===== src/rtl/uart_rx_frame_ctrl.sv =====
// Frames the UART byte stream (SYNC, LEN, payload, CHK), verifies the XOR check and
// releases good payloads over a valid/ready stream; bad, oversized or stalled frames are flagged.
module uart_rx_frame_ctrl #(
    parameter logic [7:0]  SYNC_BYTE     = 8'hA5,
    parameter int unsigned MAX_LEN       = 16,
    parameter int unsigned TIMEOUT_TICKS = 3000
) (
    input  logic       clk_i,
    input  logic       reset_i,
    input  logic [7:0] rx_data_i,
    input  logic       rx_ready_i,
    output logic [7:0] out_data_o,
    output logic       out_valid_o,
    input  logic       out_ready_i,
    output logic       out_last_o,
    output logic       busy_o,
    output logic       pkt_ok_o,
    output logic       err_chk_o,
    output logic       err_len_o,
    output logic       err_timeout_o,
    output logic [7:0] drop_count_o
);
    localparam int unsigned PtrW  = $clog2(MAX_LEN + 1);
    localparam int unsigned IdxW  = (MAX_LEN > 1) ? $clog2(MAX_LEN) : 1;
    localparam int unsigned TickW = (TIMEOUT_TICKS > 1) ? $clog2(TIMEOUT_TICKS) : 1;
    localparam logic [7:0]       MaxLen8  = 8'(MAX_LEN);
    localparam logic [TickW-1:0] TickLast = TickW'(TIMEOUT_TICKS - 1);
    localparam logic [PtrW-1:0]  PtrOne   = PtrW'(1);

    typedef enum logic [2:0] {StIdle, StLen, StPayload, StCheck, StDrain} state_e;

    state_e            state_q, state_d;
    logic              rx_ready_q;
    logic [PtrW-1:0]   len_q, len_d;
    logic [PtrW-1:0]   wr_ptr_q, wr_ptr_d;
    logic [PtrW-1:0]   rd_ptr_q, rd_ptr_d;
    logic [7:0]        chk_q, chk_d;
    logic [TickW-1:0]  tick_q, tick_d;
    logic [7:0]        drop_q, drop_d;
    logic              pkt_ok_q, pkt_ok_d;
    logic              err_chk_q, err_chk_d;
    logic              err_len_q, err_len_d;
    logic              err_tmo_q, err_tmo_d;
    logic [7:0]        buf_q [MAX_LEN];
    logic              buf_we;
    logic              byte_stb;
    logic              tick_expired;

    assign byte_stb     = rx_ready_i & ~rx_ready_q;
    assign tick_expired = (tick_q == TickLast);

    assign out_valid_o   = (state_q == StDrain);
    assign out_data_o    = out_valid_o ? buf_q[rd_ptr_q[IdxW-1:0]] : 8'h00;
    assign out_last_o    = out_valid_o && (rd_ptr_q == len_q - PtrOne);
    assign busy_o        = (state_q != StIdle);
    assign pkt_ok_o      = pkt_ok_q;
    assign err_chk_o     = err_chk_q;
    assign err_len_o     = err_len_q;
    assign err_timeout_o = err_tmo_q;
    assign drop_count_o  = drop_q;

    always_comb begin
        state_d   = state_q;
        len_d     = len_q;
        wr_ptr_d  = wr_ptr_q;
        rd_ptr_d  = rd_ptr_q;
        chk_d     = chk_q;
        tick_d    = '0;
        drop_d    = drop_q;
        pkt_ok_d  = 1'b0;
        err_chk_d = 1'b0;
        err_len_d = 1'b0;
        err_tmo_d = 1'b0;
        buf_we    = 1'b0;

        unique case (state_q)
            StIdle: begin
                if (byte_stb && rx_data_i == SYNC_BYTE) state_d = StLen;
            end
            StLen: begin
                if (byte_stb) begin
                    if (rx_data_i == 8'h00 || rx_data_i > MaxLen8) begin
                        err_len_d = 1'b1;
                        state_d   = StIdle;
                    end else begin
                        len_d    = rx_data_i[PtrW-1:0];
                        chk_d    = rx_data_i;
                        wr_ptr_d = '0;
                        state_d  = StPayload;
                    end
                end else if (tick_expired) begin
                    err_tmo_d = 1'b1;
                    state_d   = StIdle;
                end else begin
                    tick_d = tick_q + 1'b1;
                end
            end
            StPayload: begin
                if (byte_stb) begin
                    buf_we   = 1'b1;
                    chk_d    = chk_q ^ rx_data_i;
                    wr_ptr_d = wr_ptr_q + PtrOne;
                    if (wr_ptr_q == len_q - PtrOne) state_d = StCheck;
                end else if (tick_expired) begin
                    err_tmo_d = 1'b1;
                    state_d   = StIdle;
                end else begin
                    tick_d = tick_q + 1'b1;
                end
            end
            StCheck: begin
                if (byte_stb) begin
                    if (rx_data_i == chk_q) begin
                        pkt_ok_d = 1'b1;
                        rd_ptr_d = '0;
                        state_d  = StDrain;
                    end else begin
                        err_chk_d = 1'b1;
                        state_d   = StIdle;
                    end
                end else if (tick_expired) begin
                    err_tmo_d = 1'b1;
                    state_d   = StIdle;
                end else begin
                    tick_d = tick_q + 1'b1;
                end
            end
            StDrain: begin
                // Input is not back-pressured, so bytes arriving while draining are lost.
                if (byte_stb && drop_q != 8'hFF) drop_d = drop_q + 8'd1;
                if (out_ready_i) begin
                    rd_ptr_d = rd_ptr_q + PtrOne;
                    if (out_last_o) state_d = StIdle;
                end
            end
            default: state_d = StIdle;
        endcase
    end

    always_ff @(posedge clk_i) begin
        if (reset_i) begin
            state_q    <= StIdle;
            rx_ready_q <= 1'b1;
            len_q      <= '0;
            wr_ptr_q   <= '0;
            rd_ptr_q   <= '0;
            chk_q      <= '0;
            tick_q     <= '0;
            drop_q     <= '0;
            pkt_ok_q   <= 1'b0;
            err_chk_q  <= 1'b0;
            err_len_q  <= 1'b0;
            err_tmo_q  <= 1'b0;
            for (int i = 0; i < int'(MAX_LEN); i++) buf_q[i] <= '0;
        end else begin
            state_q    <= state_d;
            rx_ready_q <= rx_ready_i;
            len_q      <= len_d;
            wr_ptr_q   <= wr_ptr_d;
            rd_ptr_q   <= rd_ptr_d;
            chk_q      <= chk_d;
            tick_q     <= tick_d;
            drop_q     <= drop_d;
            pkt_ok_q   <= pkt_ok_d;
            err_chk_q  <= err_chk_d;
            err_len_q  <= err_len_d;
            err_tmo_q  <= err_tmo_d;
            if (buf_we) buf_q[wr_ptr_q[IdxW-1:0]] <= rx_data_i;
        end
    end

endmodule


===== config.mk =====
export PLATFORM = sky130hd
export DESIGN_NAME = uart_rx_frame_ctrl
export DESIGN_NICKNAME = d
export VERILOG_FILES = /design/src/rtl/uart_rx_frame_ctrl.sv
export SDC_FILE = /design/constraint.sdc
export NUM_CORES = 1
export LEC_CHECK = 0
export CORE_UTILIZATION = 61
export DETAILED_ROUTE_END_ITERATION = 10
export GPL_TIMING_DRIVEN = 0
export PLACE_DENSITY = 0.8
export REMOVE_ABC_BUFFERS = 1
export SYNTH_ARGS = -nofsm -noshare
export SYNTH_HDL_FRONTEND = slang
export SYNTH_SLANG_ARGS = --single-unit

===== constraint.sdc =====
create_clock -name clk_i -period 3.5 [get_ports clk_i]
set_clock_uncertainty 0.05 [all_clocks]
set_input_delay 0.875 -clock clk_i [delete_from_list [all_inputs] [get_ports clk_i]]
set_output_delay 0.875 -clock clk_i [all_outputs]
set_load 0.01 [all_outputs]

==> flow_summary.ini, run 1 <==
[clocking]
clkTransAtPathRegs_ns = 0.07
cts_max_path_buffers = 2
cts_tree = yes
numCtsBuffers = 17
hold_buffers = 0
numClockSinks = 183
h-tree-depth = 4
cts_root_buf = clkbuf_16
insertion_delay_ns = 0.43

[sta]
tightest_slew_ns = 0.9753
finalCritPeriodShare_pct = 97.57
relSlewSlack_pct = 34.89
finalCriticalPeriod_ns = 3.415
max_freq_mhz = 292.8
setup_violations = 0
finalHoldViolations = 0
grt_setup_unrepaired = false
finalMaxSlewViolations = 0
fin_hold_ws_ns = 0.4119

[place]
portBuffers = 34
hpwl_um = 12150
place_inst = 874
place_congestion = 0.8553

[drt]
drtPass1Iterations = 5
post_drt_wl_per_cell_um = 20.35
drt.antenna.violating_nets = 0
drc = 0
num_vias = 5669
via_per_inst = 6.250
drt_iter0_drc = 484
wirelength_um = 18450

[power_and_ir_drop]
power.density_nw_per_um2 = 452.6
finalPower_mw = 4.419
internal_power_mw = 3.428
peakVddDrop_v = 0.0003092
comb_power_share_pct = 3.4
cellLeakagePower_nw = 3.279
power_frac_clock_pct = 42.3
power.switching_uw = 991.1
pwr-share-seq_pct = 54.3
swShare_pct = 22.43

[layout]
final_layout_size_suffix_gt1_share_pct = 13.76
antenna_cells = 0
syn_to_final_growth_pct = 10.89
final_cell_count_no_fill = 907
nets = 734

[logic_synthesis]
ys.flop_type = edfxtp_1
synth-seq-cells = 183
synth-edff-count = 128
synth_cell_types = 54
seq_area_frac_synth_pct = 56.16
synth-async-reset-ratio_pct = 0
synthCells = 711
syn_area_per_cell_sq_um = 12.38
synth.cell_area_sq_um = 8805
yosysWarnings = 0

[grt]
antenna_found_initial = 0
grt_max_degree = 35
grt-ovfl-total = 0
grt_pass1_wl_um = 28820
grt_pass1_vias = 5621
track_usage_pct = 26.40

[worst_setup_path]
worst_ep_required_time_ns = 2.57
crit_path_start_kind = flip-flop
crit_type = reg -> out
worst-path-max-fanout = 16
arrival_ns = 2.49
cp-end-kind = output port
ff2ff_setup_slack_ns = 0.38

[floorplanning]
rows = 43
core_sq_um = 13990
die_y_um = 122.1
initial_utilization_pct = 62.94
dieArea_sq_um = 14920
die_w_um = 122.1
ios = 35

[flow_run]
drv_cap = 0

[hold_path]
min_path_type = reg -> reg

[status]
status = finished, final reports clean
-- stage by stage --
step                instance area, sq um  utilization (%)  worst slack, ns  setup TNS (ns)
floorplan                           8558                -          -0.1561          -1.249
global placement                    9124            65.22           -1.170          -93.39
detailed placement                  9163            65.50           -1.027         -107.93
CTS                                 9744            69.66          0.02462               0
global route                        9763            69.79         0.002961               0
finish                              9763            69.79          0.08489               0
-- kinds of logic after synthesis --
logic type	after synthesis	synth area share, %
mux	41	10.35
xor+xnor	39	4.036
flops	183	56.16
fa+ha+maj	8	1.137
simple gates	305	19.87
buf+inv	66	3.354
compound gates	69	5.102
-- per-layer routing --
| metal | track usage [%] | up-vias | routed length [um] |
|---|---|---|---|
| met5 | 0 | - | 0 |
| met4 | 12.27 | 0 | 567 |
| met3 | 5.946 | 50 | 1155 |
| met2 | 45.16 | 215 | 9499 |
| met1 | 31.71 | 2787 | 7230 |
| li1 | - | 2617 | - |
-- synthesized netlist by cell type (all sizes together) (2+ instances only) --
library cell / count / area (sq um)
edfxtp: 128 / 3844
and2: 106 / 663.1
dfxtp: 55 / 1101
nor2: 49 / 186.4
nor3: 41 / 261.5
mux4: 40 / 900.9
clkbuf: 38 / 142.6
nand2: 32 / 150.1
xnor2: 21 / 183.9
a21oi: 18 / 90.09
o21ai: 18 / 90.09
xor2: 17 / 148.9
buf: 15 / 103.8
nand3: 14 / 70.07
inv: 11 / 41.29
nand4: 11 / 68.82
nor4: 11 / 68.82
nand2b: 9 / 56.30
ha: 8 / 100.1
nor2b: 7 / 43.79
o22ai: 7 / 43.79
or2: 6 / 37.54
a31o: 4 / 35.03
a32o: 4 / 40.04
and3: 4 / 25.02
a2111oi: 3 / 26.28
nand3b: 3 / 22.52
nor3b: 3 / 22.52
o31ai: 3 / 22.52
or4: 3 / 22.52
a311oi: 2 / 17.52
and4: 2 / 17.52
clkinv: 2 / 7.510
o2111ai: 2 / 17.52
-- cells in the final DEF, fill, tap and decap left out, drive strengths merged, types with 2 or more instances in the layout --
cell type / count
o2111ai: 2
nand3b: 3
dlymetal6s2s: 5
buf: 3
nor3: 41
or4: 3
nand4: 11
a32o: 4
clkdlybuf4s50: 20
clkinvlp: 2
clkinv: 6
a311oi: 2
o22ai: 7
dlygate4sd2: 8
nor3b: 3
a21oi: 18
or2: 6
nor2b: 7
nor4: 11
xor2: 17
nand3: 14
o21ai: 18
clkbuf: 18
a2111oi: 3
dfxtp: 55
o31ai: 3
inv: 19
nor2: 49
nand2b: 9
and2: 106
and3: 4
edfxtp: 128
ha: 8
and4: 2
nand2: 32
a31o: 4
mux4: 40
xnor2: 21
-- state kept, by name, indices dropped and copies added (netlist names), named ones only --
| signal | count |
|---|---|
| buf_q | 128 |
| chk_q | 8 |
| drop_count_o | 8 |
| err_chk_o | 1 |
| err_len_o | 1 |
| err_timeout_o | 1 |
| len_q | 5 |
| pkt_ok_o | 1 |
| rd_ptr_q | 5 |
| rx_ready_q | 1 |
| state_q | 3 |
| tick_q | 12 |
| wr_ptr_q | 5 |
-- critical path: stages (launching register included) --
cell and delay [ns]:
dfxtp_4 0.37, buf_12 0.18, mux4_2 0.56, mux4_2 0.48
and2_1 0.17, dlygate4sd2_1 0.28
-- area by class of cell --
class	count	area (sq um)
Timing Repair Buffer	37	389.1
Clock buffer	17	425.4
Sequential cell	183	4952
Fill cell	944	4225
Tap cell	180	225.2
Multi-Input combinational cell	462	3580
Inverter	13	48.80
Clock inverter	15	142.6
-- worst paths after layout --
| kind | start | endpoint | cells past startpoint |
|---|---|---|---|
| max reg2reg | state_q[1] | buf_q[7][3] | 4 |
| min reg2reg | tick_q[0] | tick_q[0] | 1 |
| max | flip-flop | out_data_o[2] | 5 |
| min | tick_q[0] | tick_q[0] | 1 |
-- power by group through the flow --
stage / sequential (mW) / combinational, mW / clock (mW)
after global placement: 2.44 / 0.142 / 0
after floorplan: 2.44 / 0.0762 / 0
after global routing: 2.41 / 0.159 / 1.96
after detailed placement: 2.45 / 0.147 / 0
after CTS: 2.40 / 0.149 / 1.87
final: 2.40 / 0.150 / 1.87
-- timing repair --
item,in CTS,in global routing
resized for setup,23,8
pin swaps,0,1
buffers inserted,1,0
gates cloned,0,0
endpoints found under the setup margin,104,44
Power figures use the tool's default switching activity.
==> run 2: changes to the inputs <==
--- a/config.mk
+++ b/config.mk
@@ -5,10 +5,12 @@
 export SDC_FILE = /design/constraint.sdc
 export NUM_CORES = 1
 export LEC_CHECK = 0
-export CORE_UTILIZATION = 61
+export CELL_PAD_IN_SITES_DETAIL_PLACEMENT = 1
+export CELL_PAD_IN_SITES_GLOBAL_PLACEMENT = 1
+export CORE_UTILIZATION = 45
 export DETAILED_ROUTE_END_ITERATION = 10
 export GPL_TIMING_DRIVEN = 0
-export PLACE_DENSITY = 0.8
+export PLACE_DENSITY_LB_ADDON = 0.1
 export REMOVE_ABC_BUFFERS = 1
 export SYNTH_ARGS = -nofsm -noshare
 export SYNTH_HDL_FRONTEND = slang
==> constraint.sdc (replaced) <==
create_clock -name clk_i -period 2.9 [get_ports clk_i]
set_clock_uncertainty 0.05 [all_clocks]
set_input_delay 0.58 -clock clk_i [delete_from_list [all_inputs] [get_ports clk_i]]
set_output_delay 0.58 -clock clk_i [all_outputs]
set_load 0.01 [all_outputs]
==> run 2 against run 1 <==
Global-route usage fell by 3.0 points. Count of clock-buffer cells in the layout rose by 1. Setup slack worse by 0.20 ns. Final area is 4.2% higher. Non-clock buffer count rose by 18. Highest routed layer unchanged. The flow now finishes with violations (setup timing). Largest power group unchanged. First-iteration DRC count fell by 18%. Via count shrank 0.12%.
==> flow_summary.ini, run 2 (synthesis results as in run 1) <==
[status]
status = finished with violations
violations = setup timing

[drt]
drtPass1Iterations = 4
drt.antenna.violating_nets = 0
drt-met1-wl_um = 9534
routed-wl-met3_um = 673
top_layer_used = met4
num_vias = 5662
drt_iter0_drc = 395
drc = 0
wl_met2_um = 11250
via_per_inst = 5.634
wirelength_um = 21770
post_drt_wl_per_cell_um = 21.66

[floorplanning]
core_sq_um = 18960
rows = 50
initial_utilization_pct = 46.45
die_y_um = 141.9
die_w_um = 141.9
ios = 35
dieArea_sq_um = 20130

[place]
place_congestion = 0.7647
dp_slack_ns = -1.430
portBuffers = 34
hpwl_um = 14050

[sta]
setup_ws_ns = -0.1142
tightest_slew_ns = 1.024
finalHoldViolations = 0
grt_setup_unrepaired = true
setup_violations = 8
max_freq_mhz = 331.8
finalCritPeriodShare_pct = 103.9
finalCriticalPeriod_ns = 3.014
relSlewSlack_pct = 31.66
finalMaxSlewViolations = 0

[clocking]
cts_root_buf = clkbuf_16
cts_max_path_buffers = 2
numCtsBuffers = 17
insertion_delay_ns = 0.44
cts_tree = yes
clkTransAtPathRegs_ns = 0.07
hold_buffers = 0
numClockSinks = 183
h-tree-depth = 4

[grt]
antenna_found_initial = 1
grt_max_degree = 35
grt_pass1_wl_um = 34390
grt-ovfl-total = 0
track_usage_pct = 23.40
grt_pass1_vias = 5950

[worst_setup_path]
crit_path_start_kind = flip-flop
ff2ff_setup_slack_ns = 0.28
worst_ep_required_time_ns = 2.27
cp-end-kind = output port
arrival_ns = 2.38
worst-path-max-fanout = 7
r2r.worst_path.cells = 2
crit_type = reg -> out
timing.rr.end = buf_q[13][0]
worstReg2RegStart = wr_ptr_q[3]

[layout]
final_common_cell = edfxtp_1
top_register = buf_q
syn_to_final_growth_pct = 15.59
reg.largest.list = buf_q x128, tick_q x12
fin_util_pct = 53.69
layout_common_cells = 128 x edfxtp_1, 101 x and2_1, 51 x dfxtp_1, 48 x nor2_1, 40 x mux4_2
antenna_cells = 0
nFillCells = 1921
largest_register_ffs = 128
final_layout_size_suffix_gt1_share_pct = 20.27
nets = 752

[hold_path]
hp-start = tick_q[0]
min_path_type = reg -> reg
holdPathStages = 1
holdPathEnd = tick_q[0]

[power_and_ir_drop]
power.density_nw_per_um2 = 541.1
cellLeakagePower_nw = 3.406
finalPower_mw = 5.507
peakVddDrop_v = 0.0004231

[flow_run]
drv_cap = 0
run 2: cell count changes in the layout (fill, tap and decap cells not counted), moves of 4 or more:
cell,previous run,this run
dlymetal6s2s_1,5,1
inv_6,6,2
and2_1,106,101
o21ai_1,12,0
and2_4,0,5
dlygate4sd2_1,8,4
o21ai_2,0,12
buf_6,1,8
buf_4,0,9
buf_2,0,4
run 2: area by class of cell:
type	instances	area, sq um	area share [%]
clock inverter	14	171.4	1.684
multi-input combinational	462	3661	35.97
tap	260	325.3	3.196
inverter	13	48.80	0.4795
sequential	183	4955	48.68
clock buffer	18	439.2	4.315
timing repair buffer	55	576.8	5.668
run 2: worst max-delay path by stage:
stage	end	slack, ns	cells after the start
4_1_cts	out_data_o[0]	-0.17	6
2_1_floorplan	out_data_o[0]	-0.46	3
5_1_grt	out_data_o[6]	-0.18	6
3_5_place_dp	buf_q[6][3]	-1.43	4
6_report	out_data_o[7]	-0.11	6
3_3_place_gp	out_data_o[3]	-1.55	4
run 2: critical path: stages, from the launching register on:
cell	delay (ns)
dfxtp_4	0.40
buf_12	0.12
buf_12	0.13
mux4_2	0.55
mux4_2	0.48
and2_4	0.15
buf_6	0.11
run 2: layer usage:
metal  track usage [%]  vias up
li1                  -     2645
met1             29.42     2901
met2             40.71       91
met3             4.522       25
met4             7.357        0
met5                 0        -
run 2: report_power, final:
part,internal [mW],switching (mW)
clock,1.39,1.03
sequential,2.87,0.0282
combinational,0.0610,0.129
total,4.32,1.19
run 2: timing repair:
action	CTS	global route
resized for setup	71	33
setup buffers	16	4
cloned	2	0
endpoints found under the setup margin	252	140
pin swaps	10	0
run 2: stage by stage:
| stage | instances | area (sq um) | setup TNS, ns | hold WS (ns) |
|---|---|---|---|---|
| floorplan | 658 | 8558 | -3.689 | 0.3761 |
| global placement | 952 | 9224 | -229.55 | 0.3884 |
| detailed placement | 954 | 9268 | -236.49 | 0.3982 |
| CTS | 1004 | 10100 | -1.118 | 0.4140 |
| global route | 1005 | 10180 | -1.265 | 0.4604 |
| finish | 1005 | 10180 | -0.7676 | 0.4171 |
